--- config.mk ---
export PLATFORM = sky130hd
export DESIGN_NAME = decade_count_ctrl_flat
export DESIGN_NICKNAME = d
export VERILOG_FILES = /design/src/rtl/decade_count_ctrl_if.sv /design/src/rtl/decade_count_ctrl.sv /design/src/flat_wrapper.sv
export SDC_FILE = /design/constraint.sdc
export NUM_CORES = 1
export LEC_CHECK = 0
export CORE_ASPECT_RATIO = 0.6
export CORE_MARGIN = 10
export CORE_UTILIZATION = 52
export DETAILED_ROUTE_END_ITERATION = 7
export PLACE_DENSITY = 0.86
export SLEW_MARGIN = 25
export SYNTH_ARGS = -nofsm -noshare
export SYNTH_HDL_FRONTEND = slang
export SYNTH_SLANG_ARGS = --single-unit
--- constraint.sdc ---
create_clock -name clk -period 3 [get_ports clk]
set_input_delay 0.3 -clock clk [delete_from_list [all_inputs] [get_ports clk]]
set_output_delay 0.3 -clock clk [all_outputs]
set_load 0.01 [all_outputs]
--- src/rtl/decade_count_ctrl_if.sv ---
// Snapshot read port of decade_count_ctrl: valid/ready handshake plus a sticky overwrite flag.
interface decade_count_ctrl_if #(
    parameter int DIGITS = 2
);
    logic                  rd_valid;
    logic                  rd_ready;
    logic [4*DIGITS-1:0]   rd_data;
    logic                  rd_ovf;

    modport master (output rd_valid, output rd_data, output rd_ovf, input rd_ready);
    modport slave  (input rd_valid, input rd_data, input rd_ovf, output rd_ready);
endinterface

--- src/rtl/decade_count_ctrl.sv ---
// Run-control sequencer for a cascaded BCD count chain with terminal count and snapshot port.
// Optional feature macro: DECADE_AUTO_RELOAD_EN (wrap to zero at terminal count instead of stopping).
module decade_count_ctrl #(
    parameter int DIGITS = 2
) (
    input  logic                 clk,
    input  logic                 reset,
    input  logic                 start,
    input  logic                 stop,
    input  logic                 clear,
    input  logic                 tick_en,
    input  logic [4*DIGITS-1:0]  tc_bcd,
    output logic [4*DIGITS-1:0]  count_out,
    output logic [1:0]           state,
    output logic                 done,
    output logic                 cfg_err,
    decade_count_ctrl_if.master  rd
);
    localparam int W = 4 * DIGITS;

    typedef enum logic [1:0] {
        ST_IDLE = 2'b00,
        ST_RUN  = 2'b01,
        ST_HOLD = 2'b10,
        ST_DONE = 2'b11
    } state_e;

    state_e         state_q, state_d;
    logic [W-1:0]   count_q, count_d;
    logic [W-1:0]   tc_q, tc_d;
    logic           done_q, done_d;
    logic           cfg_err_q, cfg_err_d;
    logic           rd_valid_q, rd_valid_d;
    logic [W-1:0]   rd_data_q, rd_data_d;
    logic           rd_ovf_q, rd_ovf_d;
    logic           cap_s;
    logic [W-1:0]   cap_val_s;
    logic [W-1:0]   cnt_inc_s;
`ifdef DECADE_AUTO_RELOAD_EN
    logic [W-1:0]   reload_nxt_s;
`endif

    // Cascaded decade increment: a digit advances only when every lower digit wraps from 9.
    function automatic logic [W-1:0] bcd_inc(input logic [W-1:0] v);
        logic [W-1:0] r;
        logic         carry;
        r     = v;
        carry = 1'b1;
        for (int k = 0; k < DIGITS; k++) begin
            if (carry) begin
                if (v[4*k +: 4] == 4'd9) begin
                    r[4*k +: 4] = 4'd0;
                end else begin
                    r[4*k +: 4] = v[4*k +: 4] + 4'd1;
                    carry       = 1'b0;
                end
            end else begin
                r[4*k +: 4] = v[4*k +: 4];
            end
        end
        return r;
    endfunction

    function automatic logic bcd_valid(input logic [W-1:0] v);
        logic ok;
        ok = 1'b1;
        for (int k = 0; k < DIGITS; k++) begin
            if (v[4*k +: 4] > 4'd9) begin
                ok = 1'b0;
            end else begin
                ok = ok;
            end
        end
        return ok;
    endfunction

    // Next-state: command decode (clear > stop > start), counting, terminal event, snapshot port.
    always_comb begin
        state_d   = state_q;
        count_d   = count_q;
        tc_d      = tc_q;
        done_d    = 1'b0;
        cfg_err_d = 1'b0;
        cap_s     = 1'b0;
        cap_val_s = count_q;
        cnt_inc_s = bcd_inc(count_q);
`ifdef DECADE_AUTO_RELOAD_EN
        reload_nxt_s = (count_q == tc_q) ? {W{1'b0}} : cnt_inc_s;
`endif
        if (clear) begin
            state_d = ST_IDLE;
            count_d = {W{1'b0}};
        end else if (stop) begin
            if (state_q == ST_RUN) begin
                state_d   = ST_HOLD;
                cap_s     = 1'b1;
                cap_val_s = count_q;
            end else begin
                state_d = state_q;
            end
        end else if (start && (state_q == ST_IDLE || state_q == ST_DONE)) begin
            if (bcd_valid(tc_bcd)) begin
                tc_d    = tc_bcd;
                count_d = {W{1'b0}};
                state_d = ST_RUN;
            end else begin
                cfg_err_d = 1'b1;
            end
        end else if (start && state_q == ST_HOLD) begin
            state_d = ST_RUN;
        end else if (state_q == ST_RUN) begin
`ifdef DECADE_AUTO_RELOAD_EN
            if (tick_en) begin
                count_d = reload_nxt_s;
                if (reload_nxt_s == tc_q) begin
                    done_d    = 1'b1;
                    cap_s     = 1'b1;
                    cap_val_s = tc_q;
                end else begin
                    done_d = 1'b0;
                end
            end else begin
                count_d = count_q;
            end
`else
            // A zero terminal count is already met on entry, so it fires without a tick.
            if (count_q == tc_q) begin
                done_d    = 1'b1;
                state_d   = ST_DONE;
                cap_s     = 1'b1;
                cap_val_s = tc_q;
            end else if (tick_en) begin
                count_d = cnt_inc_s;
                if (cnt_inc_s == tc_q) begin
                    done_d    = 1'b1;
                    state_d   = ST_DONE;
                    cap_s     = 1'b1;
                    cap_val_s = tc_q;
                end else begin
                    state_d = ST_RUN;
                end
            end else begin
                count_d = count_q;
            end
`endif
        end else begin
            state_d = state_q;
        end

        rd_valid_d = rd_valid_q;
        rd_data_d  = rd_data_q;
        rd_ovf_d   = clear ? 1'b0 : rd_ovf_q;
        // A capture coinciding with acceptance replaces the data without flagging overwrite.
        if (cap_s) begin
            rd_data_d  = cap_val_s;
            rd_valid_d = 1'b1;
            if (rd_valid_q && !rd.rd_ready) begin
                rd_ovf_d = 1'b1;
            end else begin
                rd_ovf_d = rd_ovf_d;
            end
        end else if (rd_valid_q && rd.rd_ready) begin
            rd_valid_d = 1'b0;
        end else begin
            rd_valid_d = rd_valid_q;
        end
    end

    // State and output registers with synchronous active-low reset.
    always_ff @(posedge clk) begin
        if (!reset) begin
            state_q    <= ST_IDLE;
            count_q    <= {W{1'b0}};
            tc_q       <= {W{1'b0}};
            done_q     <= 1'b0;
            cfg_err_q  <= 1'b0;
            rd_valid_q <= 1'b0;
            rd_data_q  <= {W{1'b0}};
            rd_ovf_q   <= 1'b0;
        end else begin
            state_q    <= state_d;
            count_q    <= count_d;
            tc_q       <= tc_d;
            done_q     <= done_d;
            cfg_err_q  <= cfg_err_d;
            rd_valid_q <= rd_valid_d;
            rd_data_q  <= rd_data_d;
            rd_ovf_q   <= rd_ovf_d;
        end
    end

    assign count_out   = count_q;
    assign state       = state_q;
    assign done        = done_q;
    assign cfg_err     = cfg_err_q;
    assign rd.rd_valid = rd_valid_q;
    assign rd.rd_data  = rd_data_q;
    assign rd.rd_ovf   = rd_ovf_q;

endmodule

--- src/flat_wrapper.sv ---
// flat-port wrapper written by rule: the top's interface ports become plain ports
module decade_count_ctrl_flat 
#(
    parameter int DIGITS = 2
)
  (clk, reset, start, stop, clear, tick_en, tc_bcd, count_out, state, done, cfg_err, rd_rd_valid, rd_rd_data, rd_rd_ovf, rd_rd_ready);
  decade_count_ctrl_if #(.DIGITS(DIGITS)) rd_i ();
  input  logic clk;
  input  logic reset;
  input  logic start;
  input  logic stop;
  input  logic clear;
  input  logic tick_en;
  input  logic [4*DIGITS-1:0] tc_bcd;
  output logic [4*DIGITS-1:0] count_out;
  output logic [1:0] state;
  output logic done;
  output logic cfg_err;
  output wire logic [$bits(rd_i.rd_valid)-1:0] rd_rd_valid;
  output wire logic [$bits(rd_i.rd_data)-1:0] rd_rd_data;
  output wire logic [$bits(rd_i.rd_ovf)-1:0] rd_rd_ovf;
  input wire logic [$bits(rd_i.rd_ready)-1:0] rd_rd_ready;
  assign rd_rd_valid = rd_i.rd_valid;
  assign rd_rd_data = rd_i.rd_data;
  assign rd_rd_ovf = rd_i.rd_ovf;
  assign rd_i.rd_ready = rd_rd_ready;
  decade_count_ctrl #(.DIGITS(DIGITS)) u_core (.clk(clk), .reset(reset), .start(start), .stop(stop), .clear(clear), .tick_en(tick_en), .tc_bcd(tc_bcd), .count_out(count_out), .state(state), .done(done), .cfg_err(cfg_err), .rd(rd_i));
endmodule
Word-level counts from Yosys, hierarchy flattened:

Index checks and enable logic that the tools add are counted.

* output and inout port bits: 22
* word-level logic and storage cells: 93
* input port bits: 15
* bits in registers: 30

* equality and inequality tests: 12
* reduce and logical (&&, ||, !) cells: 18
* $lt $le $gt $ge: 2
* $add $sub $neg: 2
* muxes and demuxes: 47
* bitwise operators: 4

Operators with widths (number)
* 2-to-1 mux 8 bit: 14
* 2-to-1 mux 1 bit: 21
* 2-to-1 mux 2 bit: 9
* == test 8 bit: 2
* 2-to-1 mux 4 bit: 3
* adder 4 x 1 -> 4 bit (second input constant): 2
* == test 4 bit (second input constant): 2
* > comparator 4 bit (second input constant): 2
* AND reduction 4 bit: 2
* inequality test 2 x 1 -> 1 bit (second input constant): 3
* AND reduction 6 bit: 1
* nonzero test 2 bit: 3
* nonzero test 5 bit: 1
* == test 2 bit (second input constant): 2
* logical AND 1 bit: 4
* NOT 1 bit: 4
* OR reduction 4 bit: 1
* inequality test 3 bit (second input constant): 1
* nonzero test 3 bit: 1
* OR reduction 3 bit: 1
* == test 2 x 1 -> 1 bit (second input constant): 1
* logical NOT 2 bit: 1
* inequality test 2 bit (second input constant): 1
* OR reduction 2 bit: 1
* 2 further kinds: 2

Logic depth before layout (Yosys ltp):

* depth in word-level cells: 13
* depth in mapped cells: 9
* depth with buffers taken out: 8

Least setup slack after synthesis:

Ideal clock, no wire load.

* path kind: reg2reg
* from: register u_core.count_q[5] (netlist: u_core.count_out[5])
* to: register u_core.done_q (netlist: u_core.done)
* data arrival time: 2165 ps
* buffers on the path: 1
* clock period less this slack: 2251 ps
* required time: 2913 ps
* setup time: 87 ps
* slack: 749 ps
* cell stages (with the launch flop): 10
* cell sequence: dfxtp_1 -> inv_1 -> ha_1 -> a21oi_1 -> and3_4 -> or3_1 -> a2111oi_2 -> a31o_1 -> buf_6 -> nor4b_4

* word-level cells in the longest chain between the ends: 10
* elaborated cells on any way between the ends: 12
* those cells by class: add/sub: 1; eq/ne: 3; mux: 8

RTL lines
* start: declaration: RTL line decade_count_ctrl.sv:29 `logic [W-1:0] count_q, count_d;`
* start signal: assignment: RTL line decade_count_ctrl.sv:173 `count_q <= {W{1'b0}};`
* start signal: assignment: RTL line decade_count_ctrl.sv:182 `count_q <= count_d;`
* adder 4 x 1 -> 4 bit or == test 4 bit (tied branches): RTL line decade_count_ctrl.sv:54, decade_count_ctrl.sv:51
* 2-to-1 mux 4 bit: RTL line decade_count_ctrl.sv:51 `if (v[4*k +: 4] == 4'd9) begin`
* 2-to-1 mux 4 bit: RTL line decade_count_ctrl.sv:50 `if (carry) begin`
* == test 8 bit: RTL line decade_count_ctrl.sv:134 `if (cnt_inc_s == tc_q) begin`
* 2-to-1 mux 1 bit: RTL line decade_count_ctrl.sv:134
* 2-to-1 mux 1 bit: RTL line decade_count_ctrl.sv:132 `end else if (tick_en) begin`
* 2-to-1 mux 1 bit (*): RTL line decade_count_ctrl.sv:127 `if (count_q == tc_q) begin`
* 2-to-1 mux 1 bit (*) (3 in a row)
* end signal: assignment: RTL line decade_count_ctrl.sv:184 `done_q <= done_d;`
* end: declaration: RTL line decade_count_ctrl.sv:31 `logic done_q, done_d;`

Mark *: on every way between the ends. The rest lies on a longest branch, timed or not.
A chain may end at the register's enable or synchronous reset.

Worst setup path in the final report:

* from: register u_core.count_q[4] (netlist: u_core.count_out[4])
* to: register u_core.rd_data_q[0] (netlist: u_core.rd.rd_data[0])

* word-level cells in the longest chain between the ends: 12
* elaborated cells on any way between the ends: 22
* those cells by class: add/sub: 1; eq/ne: 3; mux: 18

RTL lines
* adder 4 x 1 -> 4 bit or == test 4 bit (tied branches): RTL line decade_count_ctrl.sv:54, decade_count_ctrl.sv:51
* 2-to-1 mux 4 bit: RTL line decade_count_ctrl.sv:51
* 2-to-1 mux 4 bit: RTL line decade_count_ctrl.sv:50
* == test 8 bit: RTL line decade_count_ctrl.sv:134
* 2-to-1 mux 8 bit or 2-to-1 mux 1 bit (tied branches): RTL line decade_count_ctrl.sv:134
* 2-to-1 mux 8 bit or 2-to-1 mux 1 bit (tied branches): RTL line decade_count_ctrl.sv:132
* 2-to-1 mux 8 bit or 2-to-1 mux 1 bit (tied branches): RTL line decade_count_ctrl.sv:127
* 2-to-1 mux 8 bit or 2-to-1 mux 1 bit (tied branches): RTL line decade_count_ctrl.sv:111 `end else if (state_q == ST_RUN) begin`
* 2-to-1 mux 8 bit or 2-to-1 mux 1 bit (tied branches): RTL line decade_count_ctrl.sv:109 `end else if (start && state_q == ST_HOLD) begin`
* 2-to-1 mux 8 bit or 2-to-1 mux 1 bit (tied branches): RTL line decade_count_ctrl.sv:101 `end else if (start && (state_q == ST_IDLE || state_q == ST_DONE)) begin`
* 2-to-1 mux 8 bit or 2-to-1 mux 1 bit (tied branches): RTL line decade_count_ctrl.sv:93 `end else if (stop) begin`
* 2-to-1 mux 8 bit or 2-to-1 mux 1 bit (tied branches): RTL line decade_count_ctrl.sv:90 `if (clear) begin`
* end signal: assignment: RTL line decade_count_ctrl.sv:178 `rd_data_q <= {W{1'b0}};`
* end signal: assignment: RTL line decade_count_ctrl.sv:187 `rd_data_q <= rd_data_d;`
* end: declaration: RTL line decade_count_ctrl.sv:34 `logic [W-1:0] rd_data_q, rd_data_d;`

Parallel ways exist; a longest one is shown, timed or not.

==> run metrics <==
Yosys cell types=51; PortBufs=36; post-CTS resize count=0; fin crit share=87.3%; Via Count=2040; die area=0.00688 mm^2; TritonCTS buffer count=5; Most Crowded Layer GR=met1; Die W=101 um; RePlAce Congestion=between 0.9 and 1; synth warn=0; fin crit period=2.62 ns; Post-CTS Setup Bufs=0; setup TNS=0 ns; First-pass DRT Iterations=4; arrival time worst endpoint=2.79 ns; Post-synth EDFFs=0; Area contributors post-synth=dfxtp_1, nor2_1, a211oi_2; post-synthesis cell count=241; Final setup violation count=0; power density over the cells=356 mW/mm^2; HP Class=reg2reg; leading area contributor after synthesis=dfxtp_1; gr usage total=18.0%; worst-skew pair later-pin latency=0.29 ns; outcome=finished clean; area share of the largest cell type after synthesis=slightly below 30%; fmax=0.382 GHz; CP max-delay cell=dfxtp_1; Top FF cell, synth=dfxtp_1; met2 Usage GRT=25.1%; chip height=68.4 um; IO Count=37; initial antenna violation count=0; Pwr Total=907 uW; crit path kind=reg2reg; # Max-Cap Violations=0; routed len/inst=18.8 um; HPWL after DPL=4.58 mm; first-pass GRT wire length=9.92 mm; fill cell total of the finished layout=312; M1 GR Usage=25.3%; RSZ-0062 raised after global routing=false; Hold Buf Count CTS=0; Avg Inst Size Synth=8.42 um^2; largest net degree at the start of global routing=16; Worst Setup End Kind=flip-flop; worst vdd ir=0.306 mV; Leakage=roughly 0.00096 uW; GRT overflow=0; Net Count, Synth=260; area grow syn2layout=25.5%; final slew viol count=0; R2R Setup Slk=about 0.38 ns; vias in the first global route=around 1.9k; cell row count=17; Buf+Inv Stages, Crit Path=1; layout cells sized above 1=between 15 and 20%; Seq/Total Area, Yosys=29.6%; maximum buffer depth of the clock tree=2; most frequent cells in the layout=clkdlybuf4s50_1, nor2_1, dfxtp_1; worst clock skew=0.00720 ns; Crit Path Max Fanout=12; Layout Utilization=between 60% and 70%; Root Buffer=clkbuf_8; Final Hold Viols=0; clock-pin slew on the worst setup and hold paths=around 0.070 ns; final WL=6.14 mm; placed insts=approximately 320; Via density=6.26; Starting DRT DRC Count=around 270; met3 Track Usage GR=6.33%; core area=0.00372 mm^2; Worst slew margin=64.4%; n_diodes=0; commonest non-fill, non-tap cell in the layout=clkdlybuf4s50_1; mapped cell area=0.00203 mm^2; H-tree levels=2; CTS Sinks=30; Worst-Margin Slew=0.528 ns; worst endpoint required time=about 3.2 ns; final cell count without fillers=326; synthesis-stage register bit count=30; Residual DRC=0; Critical Path Max Stage Delay=0.55 ns; Initial Util=a little over half; Final Net Count=297; delay-heaviest family, CP=compound AO/OA/AOI/OAI gates; number of nets still failing antenna checks after routing=0; crit-path cells=ha_1 -> a21oi_1 -> and3_4 -> or3_1 -> a2111oi_2 -> a31o_1 -> buf_12 -> a211oi_2; asr flop ratio synth=0%; CTS tree=built; CP Launch Type=flip-flop
cells in the mapped netlist, types with 3 or more instances:
cell / number
dfxtp_1: 30
nor2_1: 30
a21oi_1: 16
o21ai_0: 14
mux2i_1: 10
nand2_1: 10
xnor2_1: 9
a211oi_2: 8
a311oi_1: 8
clkbuf_1: 8
o221ai_1: 8
or2_2: 8
or3_1: 8
nand2b_1: 6
buf_4: 5
buf_2: 4
ha_1: 4
o21a_1: 4
a21boi_0: 3
inv_1: 3
nand4_1: 3
nor3_1: 3
nor3b_1: 3
state kept, by name, summed over array words and instances (netlist names):
name,cells
u_core.cfg_err,1
u_core.rd.rd_data,8
u_core.tc_q,8
u_core.rd.rd_ovf,1
u_core.count_out,8
u_core.rd.rd_valid,1
u_core.done,1
u_core.state,2
final cells by class:
class / count / area (um^2) / area share, %
clock buffers: 7 / 86.3 / 3.39
clock inverters: 1 / 5.00 / 0.197
inverters: 4 / 15.0 / 0.590
multi-input cells: 188 / 1310 / 51.4
flip-flops and latches: 30 / 601 / 23.6
well taps: 47 / 58.8 / 2.31
repair buffers: 49 / 470 / 18.5
layer usage:
layer,routed length [um],part of all wire [%]
met1,2800,46
met2,2490,41
met3,745,12
met4,106,1.7
met5,0,0
power by group:
| part | internal (uW) | switching (uW) |
|---|---|---|
| clock network | 185 | 163 |
| logic | 68.2 | 78.8 |
| registers | 405 | 7.63 |
| total | 658 | 249 |
through the flow:
step | cell area (um^2) | hold slack [ns] | setup slack, ns
6_report | 2550 | 0.560 | 0.381
5_1_grt | 2550 | 0.591 | 0.215
4_1_cts | 2550 | 0.562 | 0.394
3_5_place_dp | 2450 | 0.550 | 0.420
3_3_place_gp | 2450 | 0.535 | 0.494
2_1_floorplan | 2030 | 0.444 | 0.749
final timing paths:
path | depth (start not counted) | end | startpoint
worst max-delay path | 8 | u_core.rd.rd_data[0] | u_core.count_out[4]
worst min-delay path | 2 | u_core.count_out[3] | u_core.count_out[3]
worst max register to register | 8 | u_core.rd.rd_data[0] | u_core.count_out[4]
worst min register to register | 2 | u_core.count_out[3] | u_core.count_out[3]
logic make-up (layout without fill, tap and decap cells):
group                      Yosys count  after routing  synth area share [%]
muxes                               10             10                  4.94
DFF                                 30             30                  29.6
AOI/OAI and AO/OA                   77             77                  28.4
and+or+nand+nor                     88             88                  24.9
xor gates and xnor gates             9              9                  3.89
buffers and inverters               23             61                  5.80
adders and majority gates            4              4                  2.47
worst reg2reg max path, stage by stage (launching register included):
cell	delay, ns
dfxtp_1	0.55
ha_1	0.26
a21oi_1	0.10
and3_4	0.21
or3_1	0.35
a2111oi_2	0.41
a31o_1	0.38
buf_12	0.17
a211oi_2	0.06
(Power assumes the default switching activity.)
